[src/rtl/multicycle_ctrl.sv]
// rtl/multicycle_ctrl.sv - multi-cycle control FSM for the single-ALU CPU datapath
module multicycle_ctrl #(
    parameter int WAIT_W     = 8,
    parameter int WAIT_LIMIT = 200
) (
    input  logic       clk,
    input  logic       rst_n,
    input  logic [5:0] opcode,
    input  logic [5:0] funct,
    input  logic       alu_zero,
    input  logic       mem_ack,
    output logic       mem_rd,
    output logic       mem_wr,
    output logic       ir_we,
    output logic       pc_we,
    output logic       pc_src,
    output logic       tgt_we,
    output logic       alu_src_a,
    output logic [1:0] alu_src_b,
    output logic       ext_op,
    output logic [2:0] alu_ctrl,
    output logic       reg_we,
    output logic       reg_dst,
    output logic       mem_to_reg,
    output logic       illegal,
    output logic       bus_err,
    output logic [2:0] state
);

    typedef enum logic [2:0] {
        IDLE   = 3'd0,
        FETCH  = 3'd1,
        DECODE = 3'd2,
        EXEC   = 3'd3,
        MEM    = 3'd4,
        WB     = 3'd5
    } state_t;

    localparam logic [WAIT_W-1:0] LIMIT = WAIT_W'(WAIT_LIMIT);

    state_t            cur;
    state_t            nxt;
    logic [WAIT_W-1:0] wait_cnt;
    logic              waiting;
    logic              timeout;
    logic              is_addu, is_subu, is_ori, is_lw, is_sw, is_beq, supported;

    assign is_addu   = (opcode == 6'b000000) && (funct == 6'b100001);
    assign is_subu   = (opcode == 6'b000000) && (funct == 6'b100011);
    assign is_ori    = (opcode == 6'b001101);
    assign is_lw     = (opcode == 6'b100011);
    assign is_sw     = (opcode == 6'b101011);
    assign is_beq    = (opcode == 6'b000100);
    assign supported = is_addu | is_subu | is_ori | is_lw | is_sw | is_beq;

    // An ack in the limit cycle wins, so timeout requires mem_ack low.
    assign waiting = ((cur == FETCH) || (cur == MEM)) && !mem_ack;
    assign timeout = waiting && (wait_cnt == LIMIT);
    assign state   = cur;

    always_ff @(posedge clk or negedge rst_n) begin
        if (!rst_n) begin
            cur <= IDLE;
        end else begin
            cur <= nxt;
        end
    end

    // FETCH->FETCH on timeout is not a state change, so clear explicitly.
    always_ff @(posedge clk or negedge rst_n) begin
        if (!rst_n) begin
            wait_cnt <= '0;
        end else if ((nxt != cur) || timeout) begin
            wait_cnt <= '0;
        end else if (waiting) begin
            wait_cnt <= wait_cnt + 1'b1;
        end
    end

    always_comb begin
        nxt        = IDLE;
        mem_rd     = 1'b0;
        mem_wr     = 1'b0;
        ir_we      = 1'b0;
        pc_we      = 1'b0;
        pc_src     = 1'b0;
        tgt_we     = 1'b0;
        alu_src_a  = 1'b0;
        alu_src_b  = 2'b00;
        ext_op     = 1'b0;
        alu_ctrl   = 3'b000;
        reg_we     = 1'b0;
        reg_dst    = 1'b0;
        mem_to_reg = 1'b0;
        illegal    = 1'b0;
        bus_err    = 1'b0;
        case (cur)
            IDLE: nxt = FETCH;
            FETCH: begin
                mem_rd    = 1'b1;
                alu_src_b = 2'b01;
                alu_ctrl  = 3'b001;
                nxt       = FETCH;
                if (mem_ack) begin
                    ir_we = 1'b1;
                    pc_we = 1'b1;
                    nxt   = DECODE;
                end else if (timeout) begin
                    bus_err = 1'b1;
                end
            end
            DECODE: begin
                alu_src_b = 2'b11;
                alu_ctrl  = 3'b001;
                tgt_we    = 1'b1;
                if (supported) begin
                    nxt = EXEC;
                end else begin
                    illegal = 1'b1;
                    nxt     = FETCH;
                end
            end
            EXEC: begin
                alu_src_a = 1'b1;
                nxt       = FETCH;
                if (is_addu) begin
                    alu_ctrl = 3'b001;
                    nxt      = WB;
                end else if (is_subu) begin
                    alu_ctrl = 3'b011;
                    nxt      = WB;
                end else if (is_ori) begin
                    alu_src_b = 2'b10;
                    alu_ctrl  = 3'b010;
                    nxt       = WB;
                end else if (is_lw || is_sw) begin
                    alu_src_b = 2'b10;
                    ext_op    = 1'b1;
                    alu_ctrl  = is_lw ? 3'b110 : 3'b111;
                    nxt       = MEM;
                end else if (is_beq) begin
                    alu_ctrl = 3'b101;
                    pc_we    = alu_zero;
                    pc_src   = alu_zero;
                end
            end
            MEM: begin
                nxt = FETCH;
                if (is_lw || is_sw) begin
                    mem_rd = is_lw;
                    mem_wr = is_sw;
                    if (mem_ack) begin
                        nxt = is_lw ? WB : FETCH;
                    end else if (timeout) begin
                        bus_err = 1'b1;
                    end else begin
                        nxt = MEM;
                    end
                end
            end
            WB: begin
                reg_we     = 1'b1;
                reg_dst    = is_addu | is_subu;
                mem_to_reg = is_lw;
                nxt        = FETCH;
            end
            default: nxt = IDLE;
        endcase
    end

endmodule
[config.mk]
export PLATFORM = sky130hd
export DESIGN_NAME = multicycle_ctrl
export DESIGN_NICKNAME = d
export VERILOG_FILES = /design/src/rtl/multicycle_ctrl.sv
export SDC_FILE = /design/constraint.sdc
export NUM_CORES = 1
export LEC_CHECK = 0
export BUFFER_PORTS_ARGS = -buffer_cell sky130_fd_sc_hd__buf_2
export CORE_MARGIN = 1.5
export CORE_UTILIZATION = 45
export CTS_BUF_LIST = sky130_fd_sc_hd__clkbuf_4 sky130_fd_sc_hd__clkbuf_8
export CTS_CLUSTER_SIZE = 28
export DETAILED_ROUTE_END_ITERATION = 10
export HOLD_SLACK_MARGIN = 0.03
export PLACE_DENSITY_LB_ADDON = 0.12
export REMOVE_ABC_BUFFERS = 1
export SYNTH_ARGS = -nofsm -noshare
export SYNTH_HDL_FRONTEND = slang
export SYNTH_SLANG_ARGS = --single-unit
export TNS_END_PERCENT = 10
[constraint.sdc]
create_clock -name clk -period 2.1 [get_ports clk]
set_clock_uncertainty 0.15 [all_clocks]
set_input_delay 0.42 -clock clk [delete_from_list [all_inputs] [get_ports clk]]
set_output_delay 0.42 -clock clk [all_outputs]
set_load 0.05 [all_outputs]
# Word level (Yosys, flattened, before mapping)
# Cells that the tools add are included.
word_totals:
  elab_cells: 88
  input_bits: 16
  ff_bits: 11
  out_inout_bits: 21
op_classes:
  n_bitwise: 5
  addsub: 1
  n_reduce_logical: 13
  n_eq_ne: 13
  muxes: 54
ops:
  columns: ["operator", "n"]
  rows:
  - ["$mux 3", 13]
  - ["$mux 1", 27]
  - ["$eq 6x6->1 const B", 4]
  - ["$mux 8", 2]
  - ["$pmux 3 s5", 1]
  - ["$mux 2", 6]
  - ["$add 8x1->8 const B", 1]
  - ["$eq 8x8->1 const B", 1]
  - ["$eq 3x2->1 const B", 2]
  - ["$eq 3x3->1 const B", 2]
  - ["$eq 6x3->1 const B", 1]
  - ["$eq 6x4->1 const B", 1]
  - ["$logic_not 6->1", 1]
  - ["$pmux 1 s2", 3]
  - ["$pmux 2 s3", 1]
  - ["$pmux 3 s2", 1]
  - ["$or 1x1->1", 5]
  - ["$logic_and 1x1->1", 4]
  - ["$reduce_or 2->1", 2]
  - ["$eq 3x1->1 const B", 1]
  - ["$logic_not 3->1", 1]
  - ["$logic_or 1x1->1", 3]
  - ["$ne 3x3->1", 1]
  - ["$reduce_bool 2->1", 1]
  - ["$logic_not 1->1", 1]

# Logic depth before layout (Yosys ltp)
depth:
  depth_word: 12
  depth_mapped: 6
  mapped_depth_nobuf: 6

# Worst setup path after synthesis
# OpenSTA, ideal clock, no wires.
synth_timing:
  path_type: "register -> output"
  startpoint: "reg cur[2], in the netlist state[2]"
  endpoint: "out pc_we"
  path_stages_with_launch: 7
  path_buffers: 1
  arrival_ps: 2330
  setup_slack_ps: -800
  required_time_ps: 1530
  cell_sequence: "dfrtp_1 > buf_4 > nor2b_1 > nand2_1 > inv_1 > and4_1 > or2_2"
synth_between:
  elab_chain_cells: 2
  word_cells_on_any_way: 3
  cone_classes: "eq/ne (2); mux (1)"
synth_rtl:
  columns: ["element", "line_no", "text"]
  rows:
  - ["from (decl)", "41", "state_t cur;"]
  - ["from (signal assigned)", "65", "cur <= nxt;"]
  - ["$eq 3x2->1 or $eq 3x1->1 (tied branches)", "97", "case (cur)"]
  - ["$pmux 1 s2 *", "97", null]
  - ["to (decl)", "15", "output logic pc_we,"]
# Mark *: on every way between the ends. The rest lies on a longest branch, timed or not.

# Worst setup path after layout
layout_timing:
  startpoint: "in funct[3]"
  endpoint: "out alu_ctrl[1]"
layout_between:
  elab_chain_cells: 5
  word_cells_on_any_way: 7
  cone_classes: "eq/ne (2); mux (3); reduce/logical (2)"
layout_rtl:
  columns: ["element", "line_no", "text"]
  rows:
  - ["from (decl)", "9", "input logic [5:0] funct,"]
  - ["$eq 6x6->1", "49", "assign is_subu = (opcode == 6'b000000) && (funct == 6'b100011);"]
  - ["$logic_and 1x1->1", "49", null]
  - ["$mux 3", "129", "end else if (is_subu) begin"]
  - ["$mux 3 *", "126", "if (is_addu) begin"]
  - ["$pmux 3 s2 *", "97", null]
  - ["to (decl)", "21", "output logic [2:0] alu_ctrl,"]
# Marks and branches as above.

==> run metrics <==
Placed Cells incl. Taps 217; number of flip-flops and latches in the synthesized netlist 11; post-route setup TNS -2360 ps; number of buffers created by CTS 3; Post-CTS Repair Setup Buffers 0; Routed wire per std cell 16.0 um; asr flop ratio synth 100%; Initial DRC Count 51; gate count of the mapped netlist 125; highest cell delay on the worst timing path 550 ps; highest ir drop seen on vdd 0.412 mV; GRT Overall Usage 27.7%; Setup Viol. Count Final 10; Pwr Density 472 nW/um^2; total global routing overflow 0; Mean Syn Cell Area 8.53 sq um; final cell count without fillers 222; startpoint of the lowest-slack hold path mem_ack; Die Area 2670 sq um; Critical Path AT 1920 ps; initial cell density of the core 47.7%; leakage power 0.776 nW; CP top delay family simple AND/OR/NAND/NOR gates; post-synthesis instance area 1070 sq um; fin crit share 118%; multi-input logic area 781 sq um; Worst Tran Pin Value 520 ps; startpoint type of the worst setup path input port; time the final worst path needs with I/O delays and setup 2490 ps; Avg Vias per Cell 5.85; Port-buffer cells 36; share of the synthesized area in compound gates (AO/OA/AOI/OAI) 18.1%; final std cell area, no fill 1660 sq um; Highest Clock Rate 402 MHz; instance count along the most critical hold path 3; Residual DRC 0; kind of end point of the critical path output pin; number of placement rows 17; synthesized-area fraction occupied by and/or/nand/nor cells 38.7%; area of the placeable core 2230 sq um; max-cap violation count 0; post-synthesis to final-layout area growth 55.8%; antenna violations before repair 0; Max Fanout on Critical Path 4; RePlAce Congestion 0.804; area of all sequential standard cells 277 sq um; r2r setup slk 130 ps; pin count of the biggest net entering global routing 14; portion of the post-synthesis area used by sequential elements 25.8%; Worst slew margin 65.4%; Most Frequent Cell on Critical Path buf_6; number of nets still failing antenna checks after routing 0; clock insertion delay at the later pin of the skew report 270 ps; post-synthesis share of cell area spent on xor and xnor gates 8.10%; WL final 3.56 mm; fraction of synthesized area in multiplexers 1.88%; run status finished with violations; Post-DP Area 1500 sq um; primary flip-flop cell chosen by synthesis mapping dfrtp_1; chip height 51.7 um; Adder-Cell Fraction of Synth Area 2.35%; total I/O pin count 37; number of enable-type register cells in the synthesized netlist 0; H-tree depth 1; RSZ-0062 raised after global routing yes; combinational family with the most area after synthesis simple AND/OR/NAND/NOR gates; number of cell instances on the worst register-to-register path 7; clock tree from TritonCTS built; number of global-route vias before repair 1191; clock sinks 11; number of pins exceeding their max-slew limit in the final report 0; number of nets in the layout 213; violated checks negative setup slack; antenna cell count 0; buffer depth of the longest clock path 2; via count of the routed design 1298; launching point of the worst reg2reg path wait_cnt[1]$_DFFE_PN0P_; Worst R2R End wait_cnt[2]$_DFFE_PN0P_; crit path max-delay cell type or4b_4; 1st-pass router iterations 4; root cell of the clock tree clkbuf_4; number of warnings issued by yosys 0; required arrival time at the worst endpoint 1530 ps; crit path buf inv count 3; global-route wire length before repair 5.60 mm; worst hold path type input port to register; proportion of layout cells with a drive suffix above 1 47.9%; Filler Cells Inserted 171; critical path, cell by cell buf_6 > or4b_4 > nor4_4 > buf_4 > a21oi_2 > nor2_1 > buf_6; Worst Setup Slack, final -388 ps; number of failing hold endpoints at the final stage 0; number of library cell types mapped by synthesis 48; horizontal die dimension 51.7 um; worst hold slack 365 ps; clock-pin slew reported for the worst setup and hold paths after clock tree synthesis 80 ps; HPWL reported at the end of detailed placement 2.47 mm; Worst Setup Path Type input port to output pin; hold path endpoint state[1]$_DFF_PN0_
==> how the worst max path moves through the flow <==
stage,start,endpoint,slack (ps),cells past startpoint
after floorplan,state[1]$_DFF_PN0_,pc_we,-970,5
after global placement,opcode[1],alu_ctrl[0],-390,6
after detailed placement,opcode[1],alu_ctrl[1],-430,7
after CTS,funct[3],alu_ctrl[1],-370,7
after global routing,funct[3],alu_ctrl[1],-420,7
final,funct[3],alu_ctrl[1],-390,7
==> what timing repair did <==
item | CTS | global route
hold buffers | 1 | 0
gates resized for setup | 25 | 15
pin swaps | 8 | 1
hold endpoints to repair | 11 | 0
endpoints found under the setup margin | 18 | 24
==> cells in the final DEF (no fill, tap or decap), drive strengths merged, types with 2 or more instances in the layout <==
master | netlist | layout
nand2 | 8 | 8
and3 | 4 | 4
nand2b | 4 | 4
o21ai | 2 | 2
nor2b | 3 | 3
nand3 | 5 | 5
nand4 | 4 | 4
and4 | 3 | 3
xor2 | 7 | 7
xnor2 | 2 | 2
mux2i | 2 | 2
clkbuf | 1 | 5
nor2 | 11 | 11
inv | 8 | 8
nor3 | 4 | 4
dfrtp | 11 | 11
nor4 | 10 | 10
a21oi | 8 | 8
a211oi | 2 | 2
buf | 3 | 66
or4 | 2 | 2
ha | 2 | 2
==> logic make-up after synthesis <==
group | count (synthesis)
multiplexers | 2
buffers and inverters | 12
adder cells (fa/ha/maj) | 2
AND/OR/NAND/NOR | 67
flip-flops | 11
XOR/XNOR | 9
AO/OA/AOI/OAI | 22
==> synthesized netlist by cell type (2+ instances only) <==
library cell,count,share of area (%)
dfrtp_1,11,26
nor2_1,10,3.5
nor4_1,9,5.3
inv_1,8,2.8
nand2_1,8,2.8
a21oi_1,7,3.3
xor2_1,6,4.9
nand3_1,5,2.3
and3_1,4,2.3
nand2b_1,4,2.3
nand4_1,4,2.3
nor3_1,4,1.9
and4_1,3,2.5
nor2b_1,3,1.8
buf_4,2,1.4
ha_1,2,2.3
mux2i_1,2,1.9
o21ai_0,2,0.94
xnor2_1,2,1.6
==> per-layer routing <==
layer / GRT usage, % / up-vias / share of wire (%)
met3: 2.01 / 7 / 4.9
met1: 38.3 / 632 / 43
met4: 7.89 / 0 / 1.1
met2: 46.4 / 52 / 51
li1: - / 607 / -
met5: 0 / - / 0
==> flip-flops by register name, indices dropped and copies added (netlist names) <==
| name | cells |
|---|---|
| wait_cnt | 8 |
| state | 3 |
==> worst reg2reg max path, delay by kind of cell, from the launching register on <==
kind                       cells  cell delay (ps)
AOI/OAI and AO/OA              1              380
adders and majority gates      1              140
buffers and inverters          2              270
DFF                            1              430
and+or+nand+nor                3              470
==> layout make-up <==
class                   instances  area share (%)
clock buffers                   3            1.36
clock inverters                 1           0.301
well taps                      28            2.11
flip-flops and latches         11            16.7
multi-input cells             102            47.0
inverters                       8            1.81
repair buffers                 69            30.7
==> where the power goes <==
group | total, mW | switching [mW] | internal [mW]
sequential | 0.232 | 0.0135 | 0.219
clock | 0.148 | 0.0771 | 0.0705
combinational | 0.403 | 0.256 | 0.147
==> per-stage QoR <==
step	power, mW	utilization [%]	worst slack [ps]
after floorplan	0.468	-	-967
after global placement	0.593	67.1	-393
after detailed placement	0.599	67.1	-432
after CTS	0.767	72.3	-365
after global routing	0.824	74.3	-424
final	0.783	74.3	-388
Power figures use the tool's default switching activity.
